$ cat src/rtl/div_unit.sv
// Iterative radix-2 restoring divider for RV32M DIV/DIVU/REM/REMU.
// One quotient bit per cycle; the core stalls while o_busy is high.
module div_unit #(
  parameter int XLEN = 32
) (
  input  logic            i_clk,
  input  logic            i_reset,
  input  logic            i_start,
  input  logic [1:0]      i_op,
  input  logic [XLEN-1:0] i_rs1_data,
  input  logic [XLEN-1:0] i_rs2_data,
  input  logic [4:0]      i_rd_addr,
  output logic            o_busy,
  output logic            o_done,
  output logic [XLEN-1:0] o_result,
  output logic [4:0]      o_rd_addr
);

  localparam int CNT_W = $clog2(XLEN);

  typedef enum logic [1:0] {IDLE, CALC, FIX, DONE} state_t;

  state_t          state, state_next;
  logic [CNT_W-1:0] count;
  logic [XLEN:0]    rem;
  logic [XLEN-1:0]  dvd, dsr, quo;
  logic             rem_op, neg_q, neg_r;

  // Request decode: op[0] clear means signed, op[1] set means remainder.
  logic            is_signed, want_rem, div_zero, overflow, special;
  logic [XLEN-1:0] rs1_mag, rs2_mag, special_result;

  assign is_signed = ~i_op[0];
  assign want_rem  = i_op[1];
  assign div_zero  = (i_rs2_data == '0);
  assign overflow  = is_signed && (i_rs1_data == {1'b1, {(XLEN-1){1'b0}}})
                     && (i_rs2_data == '1);
  assign special   = div_zero || overflow;

  // Negating the most negative value wraps to itself, which is the correct
  // unsigned magnitude, so no overflow handling is needed here.
  assign rs1_mag = (is_signed && i_rs1_data[XLEN-1]) ? -i_rs1_data : i_rs1_data;
  assign rs2_mag = (is_signed && i_rs2_data[XLEN-1]) ? -i_rs2_data : i_rs2_data;

  assign special_result = div_zero ? (want_rem ? i_rs1_data : '1)
                                   : (want_rem ? '0 : i_rs1_data);

  // One restoring step: shift the next dividend bit in and try to subtract.
  logic [XLEN:0]   rem_shift, rem_diff;
  logic            trial_ok;
  logic [XLEN-1:0] rem_mag;

  assign rem_shift = {rem[XLEN-1:0], dvd[XLEN-1]};
  assign trial_ok  = (rem_shift >= {1'b0, dsr});
  assign rem_diff  = rem_shift - {1'b0, dsr};
  assign rem_mag   = XLEN'(rem);

  assign o_busy = (state != IDLE);
  assign o_done = (state == DONE);

  always_ff @(posedge i_clk) begin
    if (i_reset) state <= IDLE;
    else         state <= state_next;
  end

  // NOTE: every output of a combinational block gets a default first so that
  // paths which do not assign it cannot infer a latch.
  always_comb begin
    state_next = state;
    unique case (state)
      IDLE:    if (i_start) state_next = special ? DONE : CALC;
      CALC:    if (count == '0) state_next = FIX;
      FIX:     state_next = DONE;
      DONE:    state_next = IDLE;
      default: state_next = IDLE;
    endcase
  end

  // NOTE: sequential state uses non-blocking assignments so every register
  // samples the pre-edge values of the others, independent of statement order.
  always_ff @(posedge i_clk) begin
    if (i_reset) begin
      count     <= '0;
      rem       <= '0;
      dvd       <= '0;
      dsr       <= '0;
      quo       <= '0;
      rem_op    <= 1'b0;
      neg_q     <= 1'b0;
      neg_r     <= 1'b0;
      o_result  <= '0;
      o_rd_addr <= '0;
    end else begin
      unique case (state)
        IDLE: if (i_start) begin
          rem_op    <= want_rem;
          neg_q     <= is_signed && (i_rs1_data[XLEN-1] ^ i_rs2_data[XLEN-1]);
          neg_r     <= is_signed && i_rs1_data[XLEN-1];
          dvd       <= rs1_mag;
          dsr       <= rs2_mag;
          rem       <= '0;
          quo       <= '0;
          count     <= CNT_W'(XLEN-1);
          o_rd_addr <= i_rd_addr;
          if (special) o_result <= special_result;
        end
        CALC: begin
          rem   <= trial_ok ? rem_diff : rem_shift;
          quo   <= {quo[XLEN-2:0], trial_ok};
          dvd   <= dvd << 1;
          count <= count - CNT_W'(1);
        end
        FIX: begin
          // Quotient sign follows the operand signs; remainder follows the dividend.
          if (rem_op) o_result <= neg_r ? -rem_mag : rem_mag;
          else        o_result <= neg_q ? -quo : quo;
        end
        default: ;
      endcase
    end
  end

endmodule

$ cat config.mk
export PLATFORM = sky130hd
export DESIGN_NAME = div_unit
export DESIGN_NICKNAME = d
export VERILOG_FILES = /design/src/rtl/div_unit.sv
export SDC_FILE = /design/constraint.sdc
export NUM_CORES = 1
export LEC_CHECK = 0
export BUFFER_PORTS_ARGS = -buffer_cell sky130_fd_sc_hd__buf_4
export CAP_MARGIN = 10
export CELL_PAD_IN_SITES_DETAIL_PLACEMENT = 0
export CELL_PAD_IN_SITES_GLOBAL_PLACEMENT = 1
export CORE_ASPECT_RATIO = 0.6
export CORE_MARGIN = 2
export CORE_UTILIZATION = 48
export CTS_BUF_LIST = sky130_fd_sc_hd__clkbuf_16
export DETAILED_ROUTE_END_ITERATION = 7
export MAX_ROUTING_LAYER = met4
export PLACE_DENSITY = 0.88
export SETUP_SLACK_MARGIN = 0.02
export SYNTH_ARGS = -nofsm -noshare
export SYNTH_HDL_FRONTEND = slang
export SYNTH_SLANG_ARGS = --single-unit
export TNS_END_PERCENT = 1
$ cat constraint.sdc
create_clock -name i_clk -period 6.1 [get_ports i_clk]
set_clock_uncertainty 0.1 [all_clocks]
set_input_delay 0.915 -clock i_clk [delete_from_list [all_inputs] [get_ports i_clk]]
set_output_delay 0.915 -clock i_clk [all_outputs]
set_load 0.1 [all_outputs]
# After elaboration in Yosys (flattened, before gate mapping)
# Index checks and enable logic that the tools add are counted.
# word_totals
wordCells	68
ff_bits	175
output_inout_bits	39
in_bits	74
# classes
magnitude_cmp	1
eq_ne	8
bitwise	2
addsub	6
reduce_logical	16
muxes	24
# ops
operator	count
$mux W32	14
$pmux W32 S2	4
$neg A32 Y32	4
$eq A32 B32 Y1 const B	2
$ge A33 B32 Y1	1
$logic_not A32 Y1	1
$sub A32 B32 Y32	1
$pmux W5 S2	1
$pmux W2 S4	1
$mux W2	3
$ne A2 B2 Y1 const B	3
$reduce_and A2 Y1	3
$reduce_bool A2 Y1	3
$logic_and A1 B1 Y1	5
$logic_not A5 Y1	1
$mux W5	1
$sub A5 B1 Y5 const B	1
$eq A2 B2 Y1 const B	2
$reduce_and A3 Y1	1
$eq A2 B1 Y1 const B	1
$logic_not A2 Y1	1
$logic_or A1 B1 Y1	1
$not A1 Y1	1
$xor A1 B1 Y1	1

# Depth between registers and ports, before layout
# depth
depth_word	7
depth_mapped	14
ltp_nobuf	13

# Least setup slack after synthesis
# Ideal clock, no wire load.
# synth_timing
path_kind	input -> register
start	in i_rs2_data[12]
end	reg o_result[10]
setup_slack_ns	2.653
path_buffers	2
arrival_ns	3.262
required_ns	5.914
path_stages	10
setup_time_ns	0.086
cell_sequence	or3_1 or4_1 nor4_2 and3b_1 buf_2 buf_2 nor2_1 a211oi_1 a21oi_1 a211oi_1
# synth_between
elab_chain_len	5
elab_cells_between_ends	10
classes_between	2 x eq/ne; 4 x mux; 4 x reduce/logical
# synth_rtl
element	line	rtl
start: declaration	11	input logic [XLEN-1:0] i_rs2_data,
$logic_not A32 Y1 / $eq A32 B32 Y1 (equally long branches)	35, 37	
$mux W32 / $logic_and A1 B1 Y1 (equally long branches)	45, 37	
$mux W32 / $logic_or A1 B1 Y1 (equally long branches)	105, 38	
$mux W32 / $ne A2 B2 Y1 (equally long branches)	n/a	
$pmux W32 S2 / $reduce_and A3 Y1 (equally long branches)	n/a	
end signal: assignment	105	if (special) o_result <= special_result;
end signal: assignment	115	if (rem_op) o_result <= neg_r ? -rem_mag : rem_mag;
end signal: assignment	116	else o_result <= neg_q ? -quo : quo;
end: declaration	15	output logic [XLEN-1:0] o_result,
# Several ways; a longest one is shown, not always the timed one. The select of a mux whose other input is x is not followed.
# A chain may end at the register's enable or synchronous reset.

# Worst setup path in the final report
# layout_timing
start	reg dsr[11]
end	reg rem[27]
# layout_between
elab_chain_len	3
elab_cells_between_ends	4
classes_between	1 x add/sub; 1 x order compare; 2 x mux
# layout_rtl
element	line	rtl
start: declaration	26	logic [XLEN-1:0] dvd, dsr, quo;
start signal: assignment	100	dsr <= rs2_mag;
$sub A32 B32 Y32 / $ge A33 B32 Y1 (equally long branches)	55, 54	
$mux W32 (*)	108	rem <= trial_ok ? rem_diff : rem_shift;
$pmux W32 S2 (*)	94	unique case (state)
end signal: assignment	108	
end: declaration	25	logic [XLEN:0] rem;
# Mark *: on every way between the ends. The rest lies on a longest branch, timed or not.

==> metrics.md <==
| Metric | Value |
|---|---|
| Worst-Skew Late Latency | `450 ps` |
| Worst-Margin Slew | `roughly 1100 ps` |
| Final Cycle Share | `64.03%` |
| CTS tree | `done` |
| Synth Register Bits | `approximately 180` |
| Max FO, Critical Path | `between 40 and 50` |
| IO buf count | `112` |
| PnR worst setup slack | `between 2000 and 2500 ps` |
| First drt pass iteration count | `6` |
| Synth unique cells | `74` |
| Ports | `113` |
| YS warnings | `0` |
| Initial antenna violation count | `0` |
| GRT Overall Usage | `30.58%` |
| Routability cong. | `0.9646` |
| Max frequency | `256.0 MHz` |
| Sequential-to-total area share from yosys stat | `29.20%` |
| Die Area | `0.02632 mm^2` |
| WP data required | `6370 ps` |
| Post-cts repair resize count | `0` |
| Core Footprint | `0.02439 mm^2` |
| Maximum vdd drop | `0.4134 mV` |
| Num Clock Sinks | `175` |
| Fin crit period | `3906 ps` |
| Final count of pins violating max slew | `0` |
| Via count | `12.04k` |
| WL final | `between 30 and 40 mm` |
| ANT cells | `0` |
| DP Wirelength | `28.99 mm` |
| Post-route ant nets | `0` |
| Die Y | `roughly 130 um` |
| Area of the mapped netlist | `between 0.01 and 0.015 mm^2` |
| Post-Synthesis Cells | `1618` |
| Fin util | `55.39%` |
| Drt via density | `6.045` |
| Average size of a mapped cell | `7.415 um^2` |
| Slew Limit Headroom | `26.45%` |
| First-pass GRT wire length | `60.96 mm` |
| MaxCap Viol Count | `0` |
| Filler instances | `2368` |
| Async S/R FF share, synth | `0%` |
| CTS clk-pin slew, worst paths | `70 ps` |
| Largest net degree at the start of global routing | `95` |
| Status | `finished, final reports clean` |
| Critical path class | `reg2reg` |
| Vias in the first global route | `10.47k` |
| Initial Util | `49.19%` |
| Setup WS pre-CTS | `1817 ps` |
| DRC errors left | `0` |
| Pleak | `between 5 and 6 nW` |
| Share of cells above drive strength 1 | `10.84%` |
| Setup Fix Bufs, Post-CTS | `0` |
| Post-synthesis to final-layout area growth | `12.60%` |
| Mapped Nets | `1736` |
| Critical path arrival | `4170 ps` |
| Nets | `between 1.5k and 2k` |
| Site Rows | `44` |
| Overall power | `just under 5 mW` |
| Synth Flop Type | `dfxtp_1` |
| Setup TNS | `0 ps` |
| WL per Instance | `19.75 um` |
| Chip width | `approximately 210 um` |
| EDFF count, synth | `0` |
| Initial DRC count | `about 1.3k` |
| Crit. End Element | `flop` |
| HP Class | `reg2reg` |
| H-tree Lvls | `4` |
| RSZ-0062 raised after global routing | `no` |
| Root Buffer | `clkbuf_16` |
| CP startpoint kind | `flop` |
| Pwr Density | `about 360 mW/mm^2` |
| Final hold vios | `0` |
| Num CTS Buffers | `17` |
| Setup violators final | `0` |
| Grt total ovfl | `0` |
| Worst hold margin | `351.4 ps` |
| Hold buffers post-CTS | `0` |
| Clock Path Buffers | `2` |
-- kinds of logic (layout without fill, tap and decap cells) --
family | Yosys count | in the layout | share of synthesized area (%)
DFF | 175 | 175 | 29.20
AOI/OAI and AO/OA | 500 | 500 | 27.00
buffers and inverters | 173 | 225 | 5.527
and+or+nand+nor | 559 | 559 | 21.08
xor gates and xnor gates | 134 | 134 | 9.782
muxes | 17 | 17 | 1.429
adders and majority gates | 60 | 60 | 5.986
-- routing by layer --
| layer | GRT usage (%) | vias up | routed length, um |
|---|---|---|---|
| li1 | - | 5881 | - |
| met1 | 47.99 | 5668 | 20340 |
| met2 | 37.19 | 459 | 14450 |
| met3 | 8.443 | 34 | 4103 |
| met4 | 6.306 | 0 | 450 |
| met5 | - | - | 0 |
-- registers in the layout (all words and copies together) (netlist names) --
| register | cells |
|---|---|
| dsr | 32 |
| rem_op | 1 |
| quo | 32 |
| neg_q | 1 |
| dvd | 32 |
| state | 2 |
| count | 5 |
| rem | 32 |
| neg_r | 1 |
| o_result | 32 |
| o_rd_addr | 5 |
-- placed cells by master, fill, tap and decap left out, types with 12 or more instances in the layout --
cell | Yosys | final
nand4_1 | 12 | 12
a21o_1 | 18 | 18
o21ai_0 | 110 | 110
clkbuf_16 | 0 | 17
dfxtp_1 | 175 | 175
nor4_1 | 13 | 13
a21oi_1 | 129 | 128
a311oi_1 | 13 | 13
nor2_1 | 178 | 177
a211oi_1 | 70 | 70
a22oi_1 | 38 | 38
o31ai_1 | 28 | 28
nor3_1 | 28 | 28
nand3_1 | 27 | 27
mux2i_1 | 16 | 16
inv_1 | 66 | 66
ha_1 | 43 | 42
buf_4 | 1 | 126
nand2b_1 | 12 | 12
xor2_1 | 56 | 56
or3_1 | 15 | 15
nand2_1 | 212 | 212
maj3_1 | 16 | 16
a31oi_1 | 13 | 13
o41ai_1 | 16 | 16
xnor2_1 | 78 | 78
-- final timing paths --
kind | from | endpoint | slack [ps] | cells past startpoint
setup / recovery | dsr[11] | rem[27] | 2190 | 11
hold / removal | dvd[18] | dvd[18] | 350 | 2
setup reg to reg | dsr[11] | rem[27] | 2190 | 11
hold reg to reg | dvd[18] | dvd[18] | 350 | 2
-- final cells by class --
type / count / area (um^2) / share of cell area [%]
Clock buffer: 17 / 425.4 / 3.149
Clock inverter: 15 / 121.4 / 0.8984
Inverter: 67 / 251.5 / 1.862
Multi-Input combinational cell: 1270 / 7859 / 58.17
Sequential cell: 175 / 3503 / 25.93
Tap cell: 322 / 402.9 / 2.982
Timing Repair Buffer: 126 / 945.9 / 7.002
-- critical path, cell delays in order, from the launching register on --
cell	delay, ps
dfxtp_1	330
inv_1	150
ha_1	450
nand4_1	170
nor2_1	260
o31a_1	200
a21oi_1	110
a31oi_1	480
a41o_2	960
and2_1	310
inv_1	100
o21ai_0	190
-- stage by stage --
stage | area [um^2] | cells
2_1_floorplan | 12000 | 1618
4_1_cts | 13510 | 1992
6_report | 13510 | 1992
3_3_place_gp | 12960 | 1960
5_1_grt | 13510 | 1992
3_5_place_dp | 12960 | 1960
-- power by group --
group | switching [mW] | leakage [nW] | internal, mW
registers | 0.139 | 1.43 | 1.34
logic | 1.61 | 3.49 | 0.683
clock network | 0.498 | 0.268 | 0.559
total | 2.25 | 5.19 | 2.59
-- cell usage after synthesis, drive strengths merged, types with 6 or more instances --
cell type,n,share of area (%)
o31ai,28,1.8
or4,15,1.1
and2,8,0.42
or3,16,0.84
ha,43,4.5
clkbuf,93,2.9
a21oi,130,5.5
nand3b,6,0.38
nor4,14,0.78
dfxtp,175,29
nor2b,7,0.36
o41ai,16,1.2
nand3,27,1.1
xnor2,78,5.7
nand2,212,6.6
inv,66,2.1
o21a,6,0.38
maj3,16,1.3
buf,13,0.51
nor3,28,1.2
a22oi,38,2.4
xor2,56,4.1
o21ai,111,4.7
a211oi,70,4.4
a31oi,13,0.68
a21o,18,1.1
a22o,6,0.45
and3,9,0.47
nand4,12,0.63
mux2i,16,1.3
o21bai,7,0.44
nor2,178,5.6
a221oi,9,0.66
a311oi,13,0.95
nand2b,12,0.63
Note: power is estimated with default switching activity, not from simulation.
